`config.mk`:
```
export PLATFORM = sky130hd
export DESIGN_NAME = inv_line_rx
export DESIGN_NICKNAME = d
export VERILOG_FILES = /design/src/rtl/inv_line_rx.sv
export SDC_FILE = /design/constraint.sdc
export NUM_CORES = 1
export LEC_CHECK = 0
export ABC_AREA = 1
export BUFFER_PORTS_ARGS = -buffer_cell sky130_fd_sc_hd__buf_2
export CAP_MARGIN = 30
export CELL_PAD_IN_SITES_DETAIL_PLACEMENT = 1
export CELL_PAD_IN_SITES_GLOBAL_PLACEMENT = 1
export CORE_ASPECT_RATIO = 1.25
export CORE_MARGIN = 4
export CORE_UTILIZATION = 47
export DETAILED_ROUTE_END_ITERATION = 8
export GPL_TIMING_DRIVEN = 0
export HOLD_SLACK_MARGIN = 0.08
export PLACE_DENSITY = 0.81
export SETUP_SLACK_MARGIN = 0.2
export SLEW_MARGIN = 20
export SYNTH_ARGS = -nofsm -noshare
export SYNTH_HDL_FRONTEND = slang
export SYNTH_SLANG_ARGS = --single-unit
```
`constraint.sdc`:
```
create_clock -name clk -period 3 [get_ports clk]
set_clock_uncertainty 0.05 [all_clocks]
set_input_delay 0.3 -clock clk [delete_from_list [all_inputs] [get_ports clk]]
set_output_delay 0.3 -clock clk [all_outputs]
set_load 0.005 [all_outputs]
```
`src/rtl/inv_line_rx.sv`:
```
`default_nettype none
// ============================================================================
// Module   : inv_line_rx
// Purpose  : Receive end of an inverted UART-style serial line. line_n idles
//            low, start bit is high, stop bit is low. The line is
//            synchronised, re-inverted, start-detected, sampled at mid-bit
//            and deserialised LSB first into DATA_W-bit words.
// Revision : 1.0 - initial release
// ----------------------------------------------------------------------------
// Parameters
//   DATA_W        payload bits per frame (1..16)
//   CLKS_PER_BIT  clk cycles per bit (even, >= 4)
//   SYNC_STAGES   synchroniser depth on line_n (>= 2)
// Ports
//   clk         in   sole clock, rising edge
//   rst_n       in   asynchronous active-low reset
//   line_n      in   asynchronous inverted serial line (idle 0)
//   data        out  last good payload, updated only together with valid
//   valid       out  1-cycle pulse, data is new
//   frame_err   out  1-cycle pulse, stop bit was bad
//   parity_err  out  1-cycle pulse, parity bit was bad (0 without parity)
//   busy        out  high whenever the receiver is not in IDLE
// Configuration
//   INV_LINE_RX_PARITY_EN  when defined, an even-parity bit over the payload
//                          follows the last data bit and is checked.
// ============================================================================
module inv_line_rx #(
  parameter int DATA_W       = 8,
  parameter int CLKS_PER_BIT = 16,
  parameter int SYNC_STAGES  = 2
) (
  input  logic              clk,
  input  logic              rst_n,
  input  logic              line_n,
  output logic [DATA_W-1:0] data,
  output logic              valid,
  output logic              frame_err,
  output logic              parity_err,
  output logic              busy
);

  // Elaboration-time parameter checks
  generate
    if ((CLKS_PER_BIT < 4) || ((CLKS_PER_BIT % 2) != 0)) begin : g_bad_clks_per_bit
      $error("inv_line_rx: CLKS_PER_BIT must be even and >= 4");
    end
    if ((DATA_W < 1) || (DATA_W > 16)) begin : g_bad_data_w
      $error("inv_line_rx: DATA_W must be in 1..16");
    end
    if (SYNC_STAGES < 2) begin : g_bad_sync_stages
      $error("inv_line_rx: SYNC_STAGES must be >= 2");
    end
  endgenerate

  localparam int CNT_W = $clog2(CLKS_PER_BIT);
  localparam int IDX_W = (DATA_W > 1) ? $clog2(DATA_W) : 1;

  localparam logic [CNT_W-1:0] HALF_LAST = CNT_W'(CLKS_PER_BIT / 2 - 1);
  localparam logic [CNT_W-1:0] FULL_LAST = CNT_W'(CLKS_PER_BIT - 1);
  localparam logic [IDX_W-1:0] IDX_LAST  = IDX_W'(DATA_W - 1);

  typedef enum logic [2:0] {
    IDLE   = 3'd0,
    START  = 3'd1,
    DATA   = 3'd2,
`ifdef INV_LINE_RX_PARITY_EN
    PARITY = 3'd4,
`endif
    STOP   = 3'd3
  } state_t;

  // --------------------------------------------------------------------------
  // Synchroniser: the only crossing from the asynchronous line into clk.
  // --------------------------------------------------------------------------
  logic [SYNC_STAGES-1:0] sync;
  logic                   rx;

  always_ff @(posedge clk or negedge rst_n) begin
    if (!rst_n) begin
      sync <= '0;
    end else begin
      sync <= {sync[SYNC_STAGES-2:0], line_n};
    end
  end

  // Restore normal UART polarity: idle 1, start 0, stop 1.
  assign rx = ~sync[SYNC_STAGES-1];

  // --------------------------------------------------------------------------
  // Receive FSM with registered outputs
  // --------------------------------------------------------------------------
  state_t            state;
  logic [CNT_W-1:0]  bit_cnt;
  logic [IDX_W-1:0]  idx;
  logic [DATA_W-1:0] shift;
  logic              par_bad;

`ifndef INV_LINE_RX_PARITY_EN
  assign par_bad    = 1'b0;
  assign parity_err = 1'b0;
`endif

  always_ff @(posedge clk or negedge rst_n) begin
    if (!rst_n) begin
      state     <= IDLE;
      bit_cnt   <= '0;
      idx       <= '0;
      shift     <= '0;
      data      <= '0;
      valid     <= 1'b0;
      frame_err <= 1'b0;
      busy      <= 1'b0;
`ifdef INV_LINE_RX_PARITY_EN
      par_bad    <= 1'b0;
      parity_err <= 1'b0;
`endif
    end else begin
      // Pulse outputs default low; they are raised only on the stop sample.
      valid     <= 1'b0;
      frame_err <= 1'b0;
`ifdef INV_LINE_RX_PARITY_EN
      parity_err <= 1'b0;
`endif

      case (state)
        IDLE: begin
          bit_cnt <= '0;
          idx     <= '0;
          if (!rx) begin
            state <= START;
            busy  <= 1'b1;
          end
        end

        // Wait half a bit, then re-check the start bit so that short
        // glitches are rejected and later samples land at mid-bit.
        START: begin
          if (bit_cnt == HALF_LAST) begin
            bit_cnt <= '0;
            if (!rx) begin
              state <= DATA;
            end else begin
              state <= IDLE;
              busy  <= 1'b0;
            end
          end else begin
            bit_cnt <= bit_cnt + 1'b1;
          end
        end

        DATA: begin
          if (bit_cnt == FULL_LAST) begin
            bit_cnt    <= '0;
            shift[idx] <= rx;
            if (idx == IDX_LAST) begin
              idx <= '0;
`ifdef INV_LINE_RX_PARITY_EN
              state <= PARITY;
`else
              state <= STOP;
`endif
            end else begin
              idx <= idx + 1'b1;
            end
          end else begin
            bit_cnt <= bit_cnt + 1'b1;
          end
        end

`ifdef INV_LINE_RX_PARITY_EN
        // Even parity: payload bits plus parity bit must XOR to 0.
        PARITY: begin
          if (bit_cnt == FULL_LAST) begin
            bit_cnt <= '0;
            par_bad <= rx ^ (^shift);
            state   <= STOP;
          end else begin
            bit_cnt <= bit_cnt + 1'b1;
          end
        end
`endif

        // Return to IDLE on the sample itself so the next start bit can be
        // accepted on the following cycle.
        STOP: begin
          if (bit_cnt == FULL_LAST) begin
            bit_cnt   <= '0;
            state     <= IDLE;
            busy      <= 1'b0;
            frame_err <= ~rx;
`ifdef INV_LINE_RX_PARITY_EN
            parity_err <= par_bad;
`endif
            if (rx && !par_bad) begin
              data  <= shift;
              valid <= 1'b1;
            end
          end else begin
            bit_cnt <= bit_cnt + 1'b1;
          end
        end

        default: begin
          state   <= IDLE;
          busy    <= 1'b0;
          bit_cnt <= '0;
          idx     <= '0;
        end
      endcase
    end
  end

endmodule
`default_nettype wire

```
==> results.md <==
- Vias in the first global route: 1208
- Initial DRC count: 20
- EDFF count, synth: 0
- Core ar.: 2760 um2
- Non-filler instance count after layout: 209
- Worst-margin pin slew: 0.660 ns
- Flops & latches, synth: 30
- Avg WL per Cell: 13.4 um
- Fin nets: 182
- Top_reg_cell synth: dfrtp_1
- Initial core utilization: 50.7%
- Via Count: 1073
- Max Cap Viol: 0
- DIE HEIGHT: 69.0 um
- Tcrit/Tclk final: 48.5%
- Detail Route Antenna Nets: 0
- Design area: 1580 um2
- Antenna Cells: 0
- First-pass GRT wire length: 5230 um
- Kind of critical path: reg -> reg
- F_max: 0.687 GHz
- Placed cells: 201
- Ys async rst share: 100%
- Drt total wl: 2800 um
- Power per cell area: 632 nW/um2
- Largest net degree at the start of global routing: 31
- Skew-Pair Late Insertion Delay: 0.32 ns
- Leakage: 0.893 nW
- DRC viols: 0
- Core Rows: 21
- Critical Path Fanout Max: 9
- Clock sink count: 30
- Mapped Avg Cell Area: 9.09 um2
- Synthesis Warnings: 0
- Total GRT Usage: 17.0%
- Setup TNS: 0 ns
- Reg area: 751 um2
- Hold Path Origin: sync[0]
- Peak supply drop: 509 uV
- Post-CTS sizing: 0
- # Post-CTS Setup Buffers: 0
- Hold Path Stages: 0
- # IOs: 15
- Worst setup margin: 1.54 ns
- Filler cells: 322
- Cells on worst reg2reg path: 7
- Area of the multi-input gates: 572 um2
- Unique masters post-synth: 29
- CTS H-tree depth: 2
- CP Launch Point: bit_cnt[0]
- Max clock buf depth: 2
- Commonest non-fill, non-tap cell in the layout: nand2_1
- Slew Viols, Final: 0
- CTS Buf Count: 5
- Seq/Total Area, Yosys: 53.6%
- CTS Root Cell: clkbuf_4
- First-pass DRT Iterations: 2
- Period minus WS final: 1.46 ns
- HP Class: reg -> reg
- Die Width: 56.8 um
- Req. time, crit path: 3.21 ns
- Area post-placement: 1510 um2
- Reg-to-Reg Start: bit_cnt[0]
- Status: completed
- Die ar.: 3920 um2
- IO buf count: 13
- Final HPWL DP: 2190 um
- Post-Syn Instances: 154
- Crit path DAT: 1.67 ns
- Post-Synthesis Net Count: 160
- GP Congestion: 0.819
- Pre-CTS WS: 1.53 ns
- Via density: 5.13
- RSZ-0062 raised after global routing: no
- Most frequent cells in the layout: nand2_1, dfrtp_1, buf_2
- Synth Cell Area: 1400 um2
- Final setup fails: 0
- Initial antenna violation count: 0
- Clock-pin slew on the worst setup and hold paths: 0.09 ns
- Share of layout cells above drive strength 1: 24.0%
- Final Hold Viols: 0
- Critical Path Source Type: flop
- Crit. End Element: flop
- Headroom to the max-slew limit: 56.0%
- P&R area growth vs syn: 12.8%
- CTS tree: built
- Final Power: 0.000998 W
- Remaining global-route overflow: 0
==> worst max-delay path: stages (launching register included) <==
cell	delay (ns)
dfrtp_1	0.38
ha_1	0.25
nand2_1	0.13
nor2_4	0.16
nand3_4	0.16
inv_4	0.14
nand2_1	0.07
nand2_1	0.06
==> metrics by stage <==
step / util (%) / hold slack, ns
4_1_cts: 57.2 / 0.314
3_5_place_dp: 54.6 / 0.293
5_1_grt: 57.2 / 0.320
3_3_place_gp: 54.6 / 0.284
6_report: 57.2 / 0.310
2_1_floorplan: - / -0.0456
==> state kept, by name, indices dropped and copies added (netlist names) <==
| register | cells |
|---|---|
| data | 8 |
| state | 2 |
| busy | 1 |
| valid | 1 |
| shift | 8 |
| bit_cnt | 4 |
| sync | 2 |
| frame_err | 1 |
| idx | 3 |
==> report_power, final <==
group | total [W] | internal [W] | switching (W)
clock | 0.000230 | 0.000105 | 0.000125
combinational | 0.000265 | 0.0000895 | 0.000176
sequential | 0.000503 | 0.000448 | 0.0000547
==> final timing paths <==
| kind | to | slack [ns] |
|---|---|---|
| max in group asynchronous | shift[3] | 1.99 |
| min | sync[1] | 0.31 |
| max reg2reg | data[4] | 1.54 |
| min in group asynchronous | data[1] | 0.49 |
| max | data[4] | 1.54 |
| min reg2reg | sync[1] | 0.31 |
==> Yosys cell counts, drive strengths merged (3+ instances only) <==
library cell / n / share of area [%]
nand2: 51 / 15
dfrtp: 30 / 54
inv: 15 / 4.2
nand3: 15 / 7.0
nor2: 15 / 6.3
o21ai: 12 / 5.1
clkinv: 3 / 0.80
ha: 3 / 2.7
==> kinds of logic (layout without fill, tap and decap cells) <==
group	after synthesis	after routing	share of synthesized area (%)
other cells	1	1	0.268
fa+ha+maj	3	3	2.68
simple gates	85	85	30.4
buf+inv	19	40	5.54
compound gates	15	15	6.88
flops	30	30	53.6
xor+xnor	1	1	0.626
==> area by class of cell <==
class,count,share of cell area (%)
Sequential cell,30,47.5
Multi-Input combinational cell,105,36.2
Timing Repair Buffer,15,5.39
Inverter,18,4.44
Clock buffer,6,3.25
Tap cell,34,2.69
Buffer,1,0.475
==> per-layer routing <==
metal | global-route usage, % | part of all wire [%] | vias to the layer above
met3 | 5.04 | 5.1 | 8
li1 | - | - | 530
met1 | 17.3 | 39 | 514
met4 | 9.28 | 2.8 | 0
met2 | 30.3 | 53 | 21
met5 | 0 | 0 | -
==> what timing repair did <==
| item | CTS | global route |
|---|---|---|
| setup endpoints to repair | 0 | 0 |
| hold buffers | 2 | 0 |
| hold endpoints to repair | 31 | 0 |
(Power assumes the default switching activity.)
